**config.mk**
```make
export PLATFORM = sky130hd
export DESIGN_NAME = axi_rd_responder
export DESIGN_NICKNAME = d
export VERILOG_FILES = /design/src/rtl/axi_rd_responder_pkg.sv /design/src/rtl/axi_rd_responder_skid.sv /design/src/rtl/axi_rd_responder.sv
export SDC_FILE = /design/constraint.sdc
export NUM_CORES = 1
export LEC_CHECK = 0
export ABC_AREA = 1
export BUFFER_PORTS_ARGS = -buffer_cell sky130_fd_sc_hd__buf_2
export CAP_MARGIN = 20
export CORE_UTILIZATION = 43
export CTS_CLUSTER_SIZE = 12
export DETAILED_ROUTE_END_ITERATION = 6
export PLACE_DENSITY_LB_ADDON = 0.08
export SYNTH_ARGS = -nofsm -noshare
export SYNTH_HDL_FRONTEND = slang
export SYNTH_HIERARCHICAL = 1
export SYNTH_SLANG_ARGS = --single-unit
export TNS_END_PERCENT = 100
```
**constraint.sdc**
```tcl
create_clock -name clk -period 3.5 [get_ports clk]
set_clock_uncertainty 0.2 [all_clocks]
set_input_delay 0.7 -clock clk [delete_from_list [all_inputs] [get_ports clk]]
set_output_delay 0.7 -clock clk [all_outputs]
set_load 0.005 [all_outputs]
```
**src/rtl/axi_rd_responder_pkg.sv**
```systemverilog
// Shared AXI encodings and FSM state type for the AXI read responder.
package axi_rd_responder_pkg;

    typedef enum logic [1:0] {
        BURST_FIXED = 2'd0,
        BURST_INCR  = 2'd1,
        BURST_WRAP  = 2'd2,
        BURST_RSVD  = 2'd3
    } axi_burst_e;

    typedef enum logic [1:0] {
        RESP_OKAY   = 2'd0,
        RESP_EXOKAY = 2'd1,
        RESP_SLVERR = 2'd2,
        RESP_DECERR = 2'd3
    } axi_resp_e;

    typedef enum logic [1:0] {
        ST_IDLE  = 2'd0,
        ST_BURST = 2'd1,
        ST_DRAIN = 2'd2
    } rd_state_e;

    function automatic logic wrap_len_legal(input logic [7:0] len);
        return len inside {8'd1, 8'd3, 8'd7, 8'd15};
    endfunction

endpackage

```
**src/rtl/axi_rd_responder_skid.sv**
```systemverilog
// Two-entry R-beat FIFO {data,resp,last}; an empty FIFO passes the incoming
// beat straight through so the SRAM read latency is not extended.
module axi_rd_responder_skid #(
    parameter int unsigned DW = 64
) (
    input  logic          clk,
    input  logic          rst_n,
    input  logic          push_i,
    input  logic [DW-1:0] push_data_i,
    input  logic [1:0]    push_resp_i,
    input  logic          push_last_i,
    input  logic          pop_ready_i,
    output logic          out_valid_o,
    output logic [DW-1:0] out_data_o,
    output logic [1:0]    out_resp_o,
    output logic          out_last_o,
    output logic [1:0]    count_o
);

    localparam int unsigned EW = DW + 3;

    logic [EW-1:0] ent_q [2];
    logic [EW-1:0] ent_d [2];
    logic [1:0]    cnt_q;
    logic [1:0]    cnt_d;
    logic [EW-1:0] in_ent;
    logic [EW-1:0] head;
    logic          pop;

    assign in_ent      = {push_data_i, push_resp_i, push_last_i};
    assign head        = (cnt_q != 2'd0) ? ent_q[0] : in_ent;
    assign out_valid_o = (cnt_q != 2'd0) | push_i;
    assign pop         = out_valid_o & pop_ready_i;
    assign out_data_o  = head[EW-1:3];
    assign out_resp_o  = head[2:1];
    assign out_last_o  = out_valid_o & head[0];
    assign count_o     = cnt_q;

    // Upstream never pushes into a full FIFO without a pop (issue is gated on count).
    always_comb begin
        ent_d = ent_q;
        cnt_d = cnt_q;
        case (cnt_q)
            2'd0: begin
                if (push_i && !pop_ready_i) begin
                    ent_d[0] = in_ent;
                    cnt_d    = 2'd1;
                end
            end
            2'd1: begin
                if (pop) begin
                    if (push_i) ent_d[0] = in_ent;
                    else        cnt_d    = 2'd0;
                end else if (push_i) begin
                    ent_d[1] = in_ent;
                    cnt_d    = 2'd2;
                end
            end
            2'd2: begin
                if (pop) begin
                    ent_d[0] = ent_q[1];
                    if (push_i) ent_d[1] = in_ent;
                    else        cnt_d    = 2'd1;
                end
            end
            default: cnt_d = 2'd0;
        endcase
    end

    always_ff @(posedge clk or negedge rst_n) begin
        if (!rst_n) begin
            ent_q[0] <= '0;
            ent_q[1] <= '0;
            cnt_q    <= '0;
        end else begin
            ent_q <= ent_d;
            cnt_q <= cnt_d;
        end
    end

endmodule

```
**src/rtl/axi_rd_responder.sv**
```systemverilog
// AXI4 read-only responder (AR/R) in front of a 1-cycle-latency SRAM;
// one transaction at a time, FIXED/INCR/WRAP bursts, SLVERR for illegal beats.
module axi_rd_responder
    import axi_rd_responder_pkg::*;
#(
    parameter int unsigned                AXI_P_DW_BYTES = 3,
    parameter int unsigned                AXI_ADDR_WIDTH = 64,
    parameter int unsigned                AXI_ID_WIDTH   = 4,
    parameter int unsigned                AXI_USER_WIDTH = 1,
    parameter int unsigned                MEM_P_DEPTH    = 14,
    parameter logic [AXI_ADDR_WIDTH-1:0]  MEM_BASE       = 'h8000_0000
) (
    input  logic                          clk,
    input  logic                          rst_n,
    input  logic                          axi_ar_valid_i,
    output logic                          axi_ar_ready_o,
    input  logic [AXI_ADDR_WIDTH-1:0]     axi_ar_addr_i,
    input  logic [AXI_ID_WIDTH-1:0]       axi_ar_id_i,
    input  logic [AXI_USER_WIDTH-1:0]     axi_ar_user_i,
    input  logic [7:0]                    axi_ar_len_i,
    input  logic [2:0]                    axi_ar_size_i,
    input  logic [1:0]                    axi_ar_burst_i,
    input  logic [2:0]                    axi_ar_prot_i,
    input  logic                          axi_ar_lock_i,
    input  logic [3:0]                    axi_ar_cache_i,
    input  logic [3:0]                    axi_ar_qos_i,
    input  logic [3:0]                    axi_ar_region_i,
    input  logic                          axi_r_ready_i,
    output logic                          axi_r_valid_o,
    output logic [(8<<AXI_P_DW_BYTES)-1:0] axi_r_data_o,
    output logic [1:0]                    axi_r_resp_o,
    output logic                          axi_r_last_o,
    output logic [AXI_ID_WIDTH-1:0]       axi_r_id_o,
    output logic [AXI_USER_WIDTH-1:0]     axi_r_user_o,
    output logic                          mem_re_o,
    output logic [MEM_P_DEPTH-1:0]        mem_addr_o,
    input  logic [(8<<AXI_P_DW_BYTES)-1:0] mem_rdata_i
);

    localparam int unsigned DW       = 8 << AXI_P_DW_BYTES;
    localparam int unsigned AW       = AXI_ADDR_WIDTH;
    localparam int unsigned WIN_LOG2 = MEM_P_DEPTH + AXI_P_DW_BYTES;

    rd_state_e               state_q, state_d;
    logic                    ar_ready_q, ar_ready_d;
    logic [AXI_ID_WIDTH-1:0] id_q, id_d;
    logic [AXI_USER_WIDTH-1:0] user_q, user_d;
    logic [7:0]              len_q, len_d;
    logic [2:0]              size_q, size_d;
    axi_burst_e              burst_q, burst_d;
    logic [AW-1:0]           addr_q, addr_d;
    logic [7:0]              beat_cnt_q, beat_cnt_d;
    logic                    burst_err_q, burst_err_d;
    logic                    infl_q, infl_d;
    logic                    infl_err_q, infl_err_d;
    logic                    infl_last_q, infl_last_d;

    logic [AW-1:0]           step, wrap_mask, addr_inc, addr_next, off;
    logic                    in_range, beat_err, beat_last, issue;
    logic [1:0]              skid_cnt;
    logic                    unused_ok;

    assign unused_ok = ^{axi_ar_prot_i, axi_ar_lock_i, axi_ar_cache_i,
                         axi_ar_qos_i, axi_ar_region_i};

    assign step      = AW'(1) << size_q;
    assign wrap_mask = ((AW'(len_q) + AW'(1)) << size_q) - AW'(1);
    assign addr_inc  = addr_q + step;

    always_comb begin
        case (burst_q)
            BURST_FIXED: addr_next = addr_q;
            BURST_WRAP:  addr_next = (addr_q & ~wrap_mask) | (addr_inc & wrap_mask);
            default:     addr_next = addr_inc;
        endcase
    end

    // Addresses below MEM_BASE wrap to a huge offset, so one compare covers both bounds.
    assign off        = addr_q - MEM_BASE;
    assign in_range   = (off >> WIN_LOG2) == '0;
    assign beat_err   = burst_err_q | ~in_range;
    assign beat_last  = (beat_cnt_q == len_q);
    assign mem_addr_o = off[WIN_LOG2-1:AXI_P_DW_BYTES];
    assign mem_re_o   = issue & ~beat_err;

    always_comb begin
        state_d     = state_q;
        id_d        = id_q;
        user_d      = user_q;
        len_d       = len_q;
        size_d      = size_q;
        burst_d     = burst_q;
        addr_d      = addr_q;
        beat_cnt_d  = beat_cnt_q;
        burst_err_d = burst_err_q;
        issue       = 1'b0;
        unique case (state_q)
            ST_IDLE: begin
                if (axi_ar_valid_i && ar_ready_q) begin
                    id_d        = axi_ar_id_i;
                    user_d      = axi_ar_user_i;
                    len_d       = axi_ar_len_i;
                    size_d      = axi_ar_size_i;
                    burst_d     = axi_burst_e'(axi_ar_burst_i);
                    addr_d      = axi_ar_addr_i;
                    beat_cnt_d  = '0;
                    burst_err_d = (axi_ar_size_i > 3'(AXI_P_DW_BYTES))
                                | (axi_ar_burst_i == BURST_RSVD)
                                | ((axi_ar_burst_i == BURST_WRAP) && !wrap_len_legal(axi_ar_len_i));
                    state_d     = ST_BURST;
                end
            end
            ST_BURST: begin
                if ((2'(infl_q) + skid_cnt) < 2'd2) begin
                    issue      = 1'b1;
                    beat_cnt_d = beat_cnt_q + 8'd1;
                    addr_d     = addr_next;
                    if (beat_last) state_d = ST_DRAIN;
                end
            end
            ST_DRAIN: begin
                if ((skid_cnt == 2'd0 && !infl_q) ||
                    (axi_r_valid_o && axi_r_ready_i && axi_r_last_o)) begin
                    state_d = ST_IDLE;
                end
            end
            default: state_d = ST_IDLE;
        endcase
        ar_ready_d  = (state_d == ST_IDLE);
        infl_d      = issue;
        infl_err_d  = issue & beat_err;
        infl_last_d = issue & beat_last;
    end

    always_ff @(posedge clk or negedge rst_n) begin
        if (!rst_n) begin
            state_q     <= ST_IDLE;
            ar_ready_q  <= 1'b0;
            id_q        <= '0;
            user_q      <= '0;
            len_q       <= '0;
            size_q      <= '0;
            burst_q     <= BURST_FIXED;
            addr_q      <= '0;
            beat_cnt_q  <= '0;
            burst_err_q <= 1'b0;
            infl_q      <= 1'b0;
            infl_err_q  <= 1'b0;
            infl_last_q <= 1'b0;
        end else begin
            state_q     <= state_d;
            ar_ready_q  <= ar_ready_d;
            id_q        <= id_d;
            user_q      <= user_d;
            len_q       <= len_d;
            size_q      <= size_d;
            burst_q     <= burst_d;
            addr_q      <= addr_d;
            beat_cnt_q  <= beat_cnt_d;
            burst_err_q <= burst_err_d;
            infl_q      <= infl_d;
            infl_err_q  <= infl_err_d;
            infl_last_q <= infl_last_d;
        end
    end

    assign axi_ar_ready_o = ar_ready_q;
    assign axi_r_id_o     = id_q;
    assign axi_r_user_o   = user_q;

    axi_rd_responder_skid #(
        .DW (DW)
    ) u_skid (
        .clk         (clk),
        .rst_n       (rst_n),
        .push_i      (infl_q),
        .push_data_i (infl_err_q ? '0 : mem_rdata_i),
        .push_resp_i (infl_err_q ? RESP_SLVERR : RESP_OKAY),
        .push_last_i (infl_last_q),
        .pop_ready_i (axi_r_ready_i),
        .out_valid_o (axi_r_valid_o),
        .out_data_o  (axi_r_data_o),
        .out_resp_o  (axi_r_resp_o),
        .out_last_o  (axi_r_last_o),
        .count_o     (skid_cnt)
    );

endmodule
```
## After elaboration in Yosys (flattened, before gate mapping)

Cells that the tools add are included.

| cells by class | value |
|---|---|
| add/sub/neg operators | 6 |
| $mul | 0 |
| div/mod/pow operators | 0 |
| $lt $le $gt $ge | 2 |
| equal/unequal tests | 23 |
| shift-type cells | 2 |
| muxes and demuxes | 32 |
| bitwise gates (word level) | 15 |
| reduce and logical (&&, ||, !) cells | 26 |

Operators with widths:

| cell | number |
|---|---|
| 2-to-1 mux 67 bit | 6 |
| case mux 64 bit (2 select lines) | 2 |
| case mux 67 bit (3 select lines) | 1 |
| 2-to-1 mux 64 bit | 3 |
| 2-to-1 mux 134 bit | 1 |
| case mux 67 bit (2 select lines) | 1 |
| bitwise AND 64 bit | 2 |
| adder 64 bit | 1 |
| zero test 64 bit | 1 |
| NOT 64 bit | 1 |
| OR 64 bit | 1 |
| left shift 1 x 3 -> 64 bit, first input constant | 1 |
| left shift 9 x 3 -> 64 bit | 1 |
| subtractor 64 x 1 -> 64 bit, second input constant | 1 |
| subtractor 64 x 32 -> 64 bit, second input constant | 1 |
| 2-to-1 mux 2 bit | 11 |
| 2-to-1 mux 8 bit | 2 |
| case mux 8 bit (2 select lines) | 1 |
| != test 2 bit, second input constant | 6 |
| case mux 2 bit (3 select lines) | 2 |
| == test 2 bit, second input constant | 5 |
| AND reduction 5 bit | 2 |
| adder 8 x 1 -> 9 bit, second input constant | 1 |
| adder 8 x 1 -> 8 bit, second input constant | 1 |
| other kinds (26) | 51 |

| storage, ports and cells | value |
|---|---|
| bits in registers | 233 |
| latch bits | 0 |
| bits in writable memories | 0 |
| bits in read-only memories | 0 |
| bits of input ports | 166 |
| word-level logic and storage cells | 122 |
| memories kept | 0 |

## Longest topological paths before layout

Gate-level depths: netlist (run 1).

| depth | value |
|---|---|
| depth in word-level cells | 9 |
| gate-level depth with buffers | 22 |

## By module

The synthesis (run 1) kept the hierarchy.

Modules (own cells, without submodules):

| module | instances | cells each | area each (µm²) |
|---|---|---|---|
| axi_rd_responder | 1 | 1494 | 9298.9 |
| axi_rd_responder_skid | 1 | 1031 | 6906.6 |

## Least setup slack after synthesis (run 1)

Ideal clock, no wire load.

| path | value |
|---|---|
| kind | register -> register |
| from | reg size_q[1] |
| to | reg (tool-made name) |
| arrival | 2944 ps |
| required time | 3184 ps |
| setup slack | 240 ps |
| cell stages (with the launch flop) | 21 |
| cells stage by stage | dfrtp_1 buf_2 inv_1 buf_2 nand2_1 nor2_1 inv_1 fa_1 inv_1 nand3_1 nand2_1 a21boi_0 o21ai_0 nand2_1 nor3_1 xor2_1 nor2_1 nand2_1 nand2_1 nand2_1 nand2_1 |

RTL lines:

| element | line | text |
|---|---|---|
| from (decl) | axi_rd_responder.sv:49 | `logic [2:0] size_q, size_d;` |
| from (signal assigned) | axi_rd_responder.sv:156 | `size_q <= size_d;` |

==> results.yml, run 1 <==
worst_setup_path:
  reg2reg_depth: 18
  rrSetupSlack_ns: 0.26
  critPathLaunchType: "flip-flop"
  crit_end: "mem_re_o"
  endpoint_kind: "output pin"
  critical_path_required_ns: 2.60
  crit_type: "flip-flop to output pin"
  rr_startpoint: "size_q[2]$_DFFE_PN0P_"
  arrival_ns: 2.77
  path_max_fanout: 3
placed_design:
  portBuffers: 238
  gp_congestion: 0.913
  dp_cells: 3200
  dp_hpwl_um: 35900
  placed_cell_area_um2: 17900
route:
  antenna_left: 0
  wl_met1_um: 23100
  drt_first_iter_violations: 1069
  wl_met2_um: 24300
  drc: 0
  vias_per_cell: 5.09
  wire_per_inst_um: 15.8
  routed_wl_um: 51600
  dr_total_vias: 16600
  met3_wirelength_um: 2830
  dr.pass1.iters: 5
  top_layer_used: "met5"
clock_tree:
  clock_path_buffers: 3
  clkTransAtPathRegs_ns: 0.06
  htreeDepth: 1
  cts_tree: "done"
  insertion_delay_ns: 0.59
  cts_sinks: 233
  ctsRootBufferMaster: "clkbuf_16"
  cts_buffers: 29
yosys:
  synth_cell_types: 57
  postSynth.topFlopCell: "dfrtp_1"
  netlist_area_um2: 16200
  yosysSeqAreaShare_pct: 36.0
  syn_inst: 2525
  synth_common_cells: "nand2_1 (1153), dfrtp_1 (233), inv_1 (212)"
  synth.avg_cell_area_um2: 6.42
  synth_top_cell_by_area: "dfrtp_1"
  synth_most_common_cell: "nand2_1"
  synth_edf_count: 0
  ys_async_sr_fraction_pct: 100
  yosysWarnings: 6
  synth.area.top_cells: "dfrtp_1 (36%), nand2_1 (27%), nand3_1 (5.7%)"
  ys_ff_latch: 233
  synth_top_cell_area_share_pct: 36.0
timing:
  worstMarginPinSlew_ns: 0.865
  final_hold_viol_count: 0
  finalWorstSetupSlack_ns: -0.169
  drv_slew: 0
  rsz0062_at_grt: "true"
  max_freq_mhz: 273
  setup_viol: 1
  slew_headroom_pct: 42.3
  period_needed_ns: 3.67
  min_period_over_period_pct: 105
grt:
  grt_pass1_vias: 15700
  track_usage_pct: 27.0
  grt_pass1_wl_um: 83500
  antenna_found_initial: 1
  grt_max_degree: 83
  overflow: 0
outcome:
  status: "complete, but fails checks"
  violations: "setup timing"
cells_and_area:
  final_area_um2: 19100
  diodes: 0
  multiInputGateArea_um2: 8930
  final_cells: 3261
  drive_above_1_share_pct: 18.1
  num-nets-final: 2915
  fill_cells: 3864
  area_growth_pct: 18.1
  regArea_um2: 5830
floorplanning:
  coreArea_um2: 36900
  start_util_pct: 43.9
  placementRows: 70
  dieWidth_um: 196
  boundaryPins: 255
  die-area_um2: 38500
  die_y_um: 196
flow_run:
  drv_cap: 0
hold_path:
  hp-class: "primary input to flip-flop"
power:
  power_mw: 18.6
  ir_drop_mv: 0.676
  p_leak_nw: 10.6
  power_density_nw_per_um2: 970
[per-layer routing]
| layer | GRT usage, % | vias to the layer above |
|---|---|---|
| met5 | 0 | - |
| met4 | 7.61 | 2 |
| met3 | 3.47 | 76 |
| met2 | 45.5 | 450 |
| met1 | 36.3 | 7750 |
| li1 | - | 8307 |
[power by group]
group | internal, mW | total [mW] | switching, mW
sequential | 3.81 | 4.83 | 1.01
clock | 2.10 | 3.37 | 1.27
combinational | 3.45 | 10.4 | 6.92
[area by class of cell]
class,count,share of cell area [%]
Inverter,223,4.43
Multi-Input combinational cell,1939,46.7
Tap cell,504,3.30
Clock buffer,43,4.59
Timing Repair Buffer,310,9.51
Sequential cell,233,30.5
Clock inverter,9,0.988
[stage by stage]
| step | worst slack [ns] | setup TNS (ns) | hold slack, ns | util (%) |
|---|---|---|---|---|
| 2_1_floorplan | 0.240 | 0 | 0.204 | - |
| 3_3_place_gp | 0.209 | 0 | 0.256 | 48.6 |
| 3_5_place_dp | 0.0793 | 0 | 0.264 | 48.6 |
| 4_1_cts | -0.267 | -0.267 | 0.0861 | 51.7 |
| 5_1_grt | -0.345 | -0.351 | 0.121 | 51.9 |
| 6_report | -0.169 | -0.169 | 0.111 | 51.9 |
[cell usage in the layout, fill, tap and decap left out, types with 29 or more instances in the layout]
cell type,instances
nor2_1,174
xor2_1,39
buf_4,65
buf_2,237
inv_1,210
o21ai_0,49
nand2_1,1148
nand2_2,42
nand4_1,38
nor3_1,44
dfrtp_1,230
a21oi_1,41
clkbuf_16,29
nand3_1,178
[kinds of logic (layout without fill, tap and decap cells)]
| group | Yosys count | in the layout | share of synthesized area [%] |
|---|---|---|---|
| adder cells (fa/ha/maj) | 13 | 13 | 1.05 |
| AND/OR/NAND/NOR | 1712 | 1712 | 44.5 |
| XOR/XNOR | 45 | 45 | 2.43 |
| other | 1 | 3 | 0.0231 |
| multiplexers | 2 | 2 | 0.131 |
| AO/OA/AOI/OAI | 164 | 164 | 6.15 |
| buffers and inverters | 355 | 585 | 9.71 |
| flip-flops | 233 | 233 | 36.0 |
[how the worst min path moves through the flow]
stage	start	endpoint	slack [ns]	cells past startpoint
6_report	axi_ar_id_i[3]	axi_r_id_o[3]$_DFFE_PN0P_	0.11	3
5_1_grt	axi_ar_id_i[2]	axi_r_id_o[2]$_DFFE_PN0P_	0.12	3
4_1_cts	axi_ar_id_i[3]	axi_r_id_o[3]$_DFFE_PN0P_	0.09	3
3_5_place_dp	axi_r_user_o$_DFFE_PN0P_	axi_r_user_o$_DFFE_PN0P_	0.26	2
3_3_place_gp	axi_r_id_o[1]$_DFFE_PN0P_	axi_r_id_o[1]$_DFFE_PN0P_	0.26	2
2_1_floorplan	rst_n	async pin	0.20	0
[timing repair]
item | CTS | global route
pin swaps | 8 | 7
gates resized for setup | 10 | 17
hold endpoints to repair | 71 | 0
setup endpoints to repair | 1 | 18
hold buffers | 1 | 0
setup buffers | 5 | 3
[critical path, stage by stage (launching register included)]
cell,delay (ns)
dfrtp_1,0.41
nor2_2,0.16
nand3_2,0.09
nor2_1,0.09
nand4_1,0.15
nor2_2,0.15
nand2_1,0.09
nor2_1,0.12
nand2_1,0.09
nor2_2,0.14
nand4_1,0.12
xor2_1,0.17
nand3_2,0.13
nor2_4,0.13
buf_2,0.13
(Power assumes the default switching activity.)
==> run 2, diff against run 1 <==
--- a/config.mk
+++ b/config.mk
@@ -8,7 +8,7 @@
 export ABC_AREA = 1
 export BUFFER_PORTS_ARGS = -buffer_cell sky130_fd_sc_hd__buf_2
 export CAP_MARGIN = 20
-export CORE_UTILIZATION = 43
+export CORE_UTILIZATION = 40
 export CTS_CLUSTER_SIZE = 12
 export DETAILED_ROUTE_END_ITERATION = 6
 export PLACE_DENSITY_LB_ADDON = 0.08
==> run 2 against run 1 <==
Against the previous run: the run still ends with setup timing left; non-clock buffer count decreased by 6; hold slack improved by 0.029 ns; final cell count increased by 0.49%; critical endpoint unchanged; final area decreased by 0.14%; highest routed layer unchanged; wire length increased by 1.4%; die area increased by 7.4%.
==> results.yml, run 2 (same netlist as run 1, synthesis figures left out) <==
clock_tree:
  insertion_delay_ns: 0.57
  cts_tree: "done"
  ctsRootBufferMaster: "clkbuf_16"
  clkTransAtPathRegs_ns: 0.07
  clock_path_buffers: 3
  cts_sinks: 233
  htreeDepth: 1
  cts_buffers: 29
placed_design:
  gp_congestion: 0.919
  dp_hpwl_um: 36500
  placed_cell_area_um2: 18000
  portBuffers: 238
  dp_slack_ns: 0.0951
timing:
  period_needed_ns: 3.62
  drv_slew: 0
  setup_viol: 1
  min_period_over_period_pct: 103
  finalWorstSetupSlack_ns: -0.116
  max_freq_mhz: 277
  final_hold_viol_count: 0
  rsz0062_at_grt: "true"
  holdWs_ns: 0.140
  slew_headroom_pct: 40.6
  worstMarginPinSlew_ns: 0.891
worst_setup_path:
  arrival_ns: 2.72
  max_stage_delay_ns: 0.43
  critical_path_required_ns: 2.60
  crit_type: "flip-flop to output pin"
  critPathLaunchType: "flip-flop"
  slowest_stage: "dfrtp_1"
  rrSetupSlack_ns: 0.29
  cpLargestDelayFamily: "simple AND/OR/NAND/NOR gates"
  rr_startpoint: "size_q[2]$_DFFE_PN0P_"
  endpoint_kind: "output pin"
  crit_chain: "nor2_1 -> inv_1 -> nor4_1 -> nand3_1 -> nor2_1 -> nand2_1 -> nor2_2 -> a21oi_1 -> nor3_1 -> nand3_2 -> nor2_4 -> buf_2"
  cp_num_buf_inv: 2
  timing.critical_path.mode_cell: "nor2_1"
  reg2reg_depth: 15
  path_max_fanout: 4
route:
  wire_per_inst_um: 16.0
  wl_met2_um: 24500
  drt_first_iter_violations: 1047
  routed_wl_um: 52300
  drc: 0
  dr_total_vias: 16500
  met3_wirelength_um: 2760
  dr.pass1.iters: 7
  wl_met1_um: 23600
  top_layer_used: "met5"
  vias_per_cell: 5.03
  antenna_left: 0
power:
  p_leak_nw: 10.5
  power_mw: 18.4
  combPwrFrac_pct: 56.8
  p_switching_mw: 9.17
  power_frac_clock_pct: 17.3
  p_sw_share_pct: 49.8
  intPower_mw: 9.24
  ir_drop_mv: 0.588
  seqPwrFrac_pct: 25.9
  power_density_nw_per_um2: 963
cells_and_area:
  layout_commonest_cell: "nand2_1"
  diodes: 0
  num-nets-final: 2909
  final_cell_mix: "nand2_1 (1149), buf_2 (237), dfrtp_1 (229)"
  final_area_um2: 19100
  utilization_pct: 48.0
  area_growth_pct: 17.9
  drive_above_1_share_pct: 17.8
  fill_cells: 4219
outcome:
  violations: "setup timing"
  status: "complete, but fails checks"
grt:
  track_usage_pct: 25.5
  overflow: 0
  grt_max_degree: 82
  grt_pass1_vias: 15900
  antenna_found_initial: 1
  grt_pass1_wl_um: 84400
hold_path:
  hp-class: "primary input to flip-flop"
  hold_end: "axi_r_id_o[2]$_DFFE_PN0P_"
  hold_depth: 3
  hp-start: "axi_ar_id_i[2]"
floorplanning:
  die-area_um2: 41300
  boundaryPins: 255
  start_util_pct: 40.7
  die_y_um: 203
  placementRows: 73
  dieWidth_um: 203
  coreArea_um2: 39800
flow_run:
  drv_cap: 0
## run 2: cell types whose count changed in the layout (fill, tap and decap cells not counted), moves of 3 or more
| cell | delta |
|---|---|
| nor2_1 | -3 |
| nor2_2 | +3 |
| clkinv_2 | +4 |
| clkbuf_8 | -7 |
| buf_12 | +5 |
| buf_4 | -11 |
| clkbuf_1 | +3 |
## run 2: worst register-to-register path, cell delays in order (launching register included)
cell	delay [ns]
dfrtp_1	0.45
buf_4	0.21
nor3_1	0.27
ha_1	0.26
nand2_1	0.07
nor2_1	0.10
nand2_1	0.06
nand2_1	0.12
a21oi_1	0.17
nor2_1	0.43
inv_1	0.11
nor2_1	0.19
nand2_1	0.10
xor2_1	0.16
nand2_1	0.07
a22oi_1	0.14
## run 2: repair_timing
action / CTS / global route
setup endpoints to repair: 1 / 17
gates resized for setup: 8 / 17
hold buffers: 1 / 0
buffers inserted: 1 / 1
hold endpoints to repair: 74 / 0
pin swaps: 1 / 3
## run 2: how the worst max path moves through the flow
stage	end	slack (ns)	depth (start not counted)	start
floorplan	flip-flop	0.24	20	size_q[1]$_DFFE_PN0P_
global placement	flip-flop	0.16	18	size_q[1]$_DFFE_PN0P_
detailed placement	flip-flop	0.1	18	size_q[1]$_DFFE_PN0P_
CTS	mem_re_o	-0.19	14	flip-flop
global route	mem_re_o	-0.33	14	flip-flop
finish	mem_re_o	-0.12	12	flip-flop
## run 2: final cells by class
cell class                      count  area (µm²)  area share [%]
Sequential cell                   233        5840            30.5
Timing Repair Buffer              304        1840            9.61
Clock inverter                     14         204            1.07
Inverter                          223         847            4.43
Multi-Input combinational cell   1939        8930            46.7
Clock buffer                       39         793            4.15
Tap cell                          525         657            3.44
## run 2: metrics by stage
step,cells,setup TNS (ns)
after floorplan,2527,0
after global placement,3221,0
after detailed placement,3221,0
after CTS,3276,-0.188
after global routing,3277,-0.333
final,3277,-0.116
## run 2: power by group through the flow
stage	Combinational (mW)	Clock, mW	Sequential (mW)
floorplan	7.77	0	4.46
global placement	10.3	0	4.76
detailed placement	10.4	0	4.78
CTS	10.5	3.28	4.75
global route	11.8	3.38	4.90
finish	10.5	3.19	4.77
## run 2: routing by layer
metal,vias to the layer above,track usage (%)
met2,469,42.9
li1,8308,-
met5,-,0
met4,2,8.19
met3,89,2.27
met1,7623,34.4
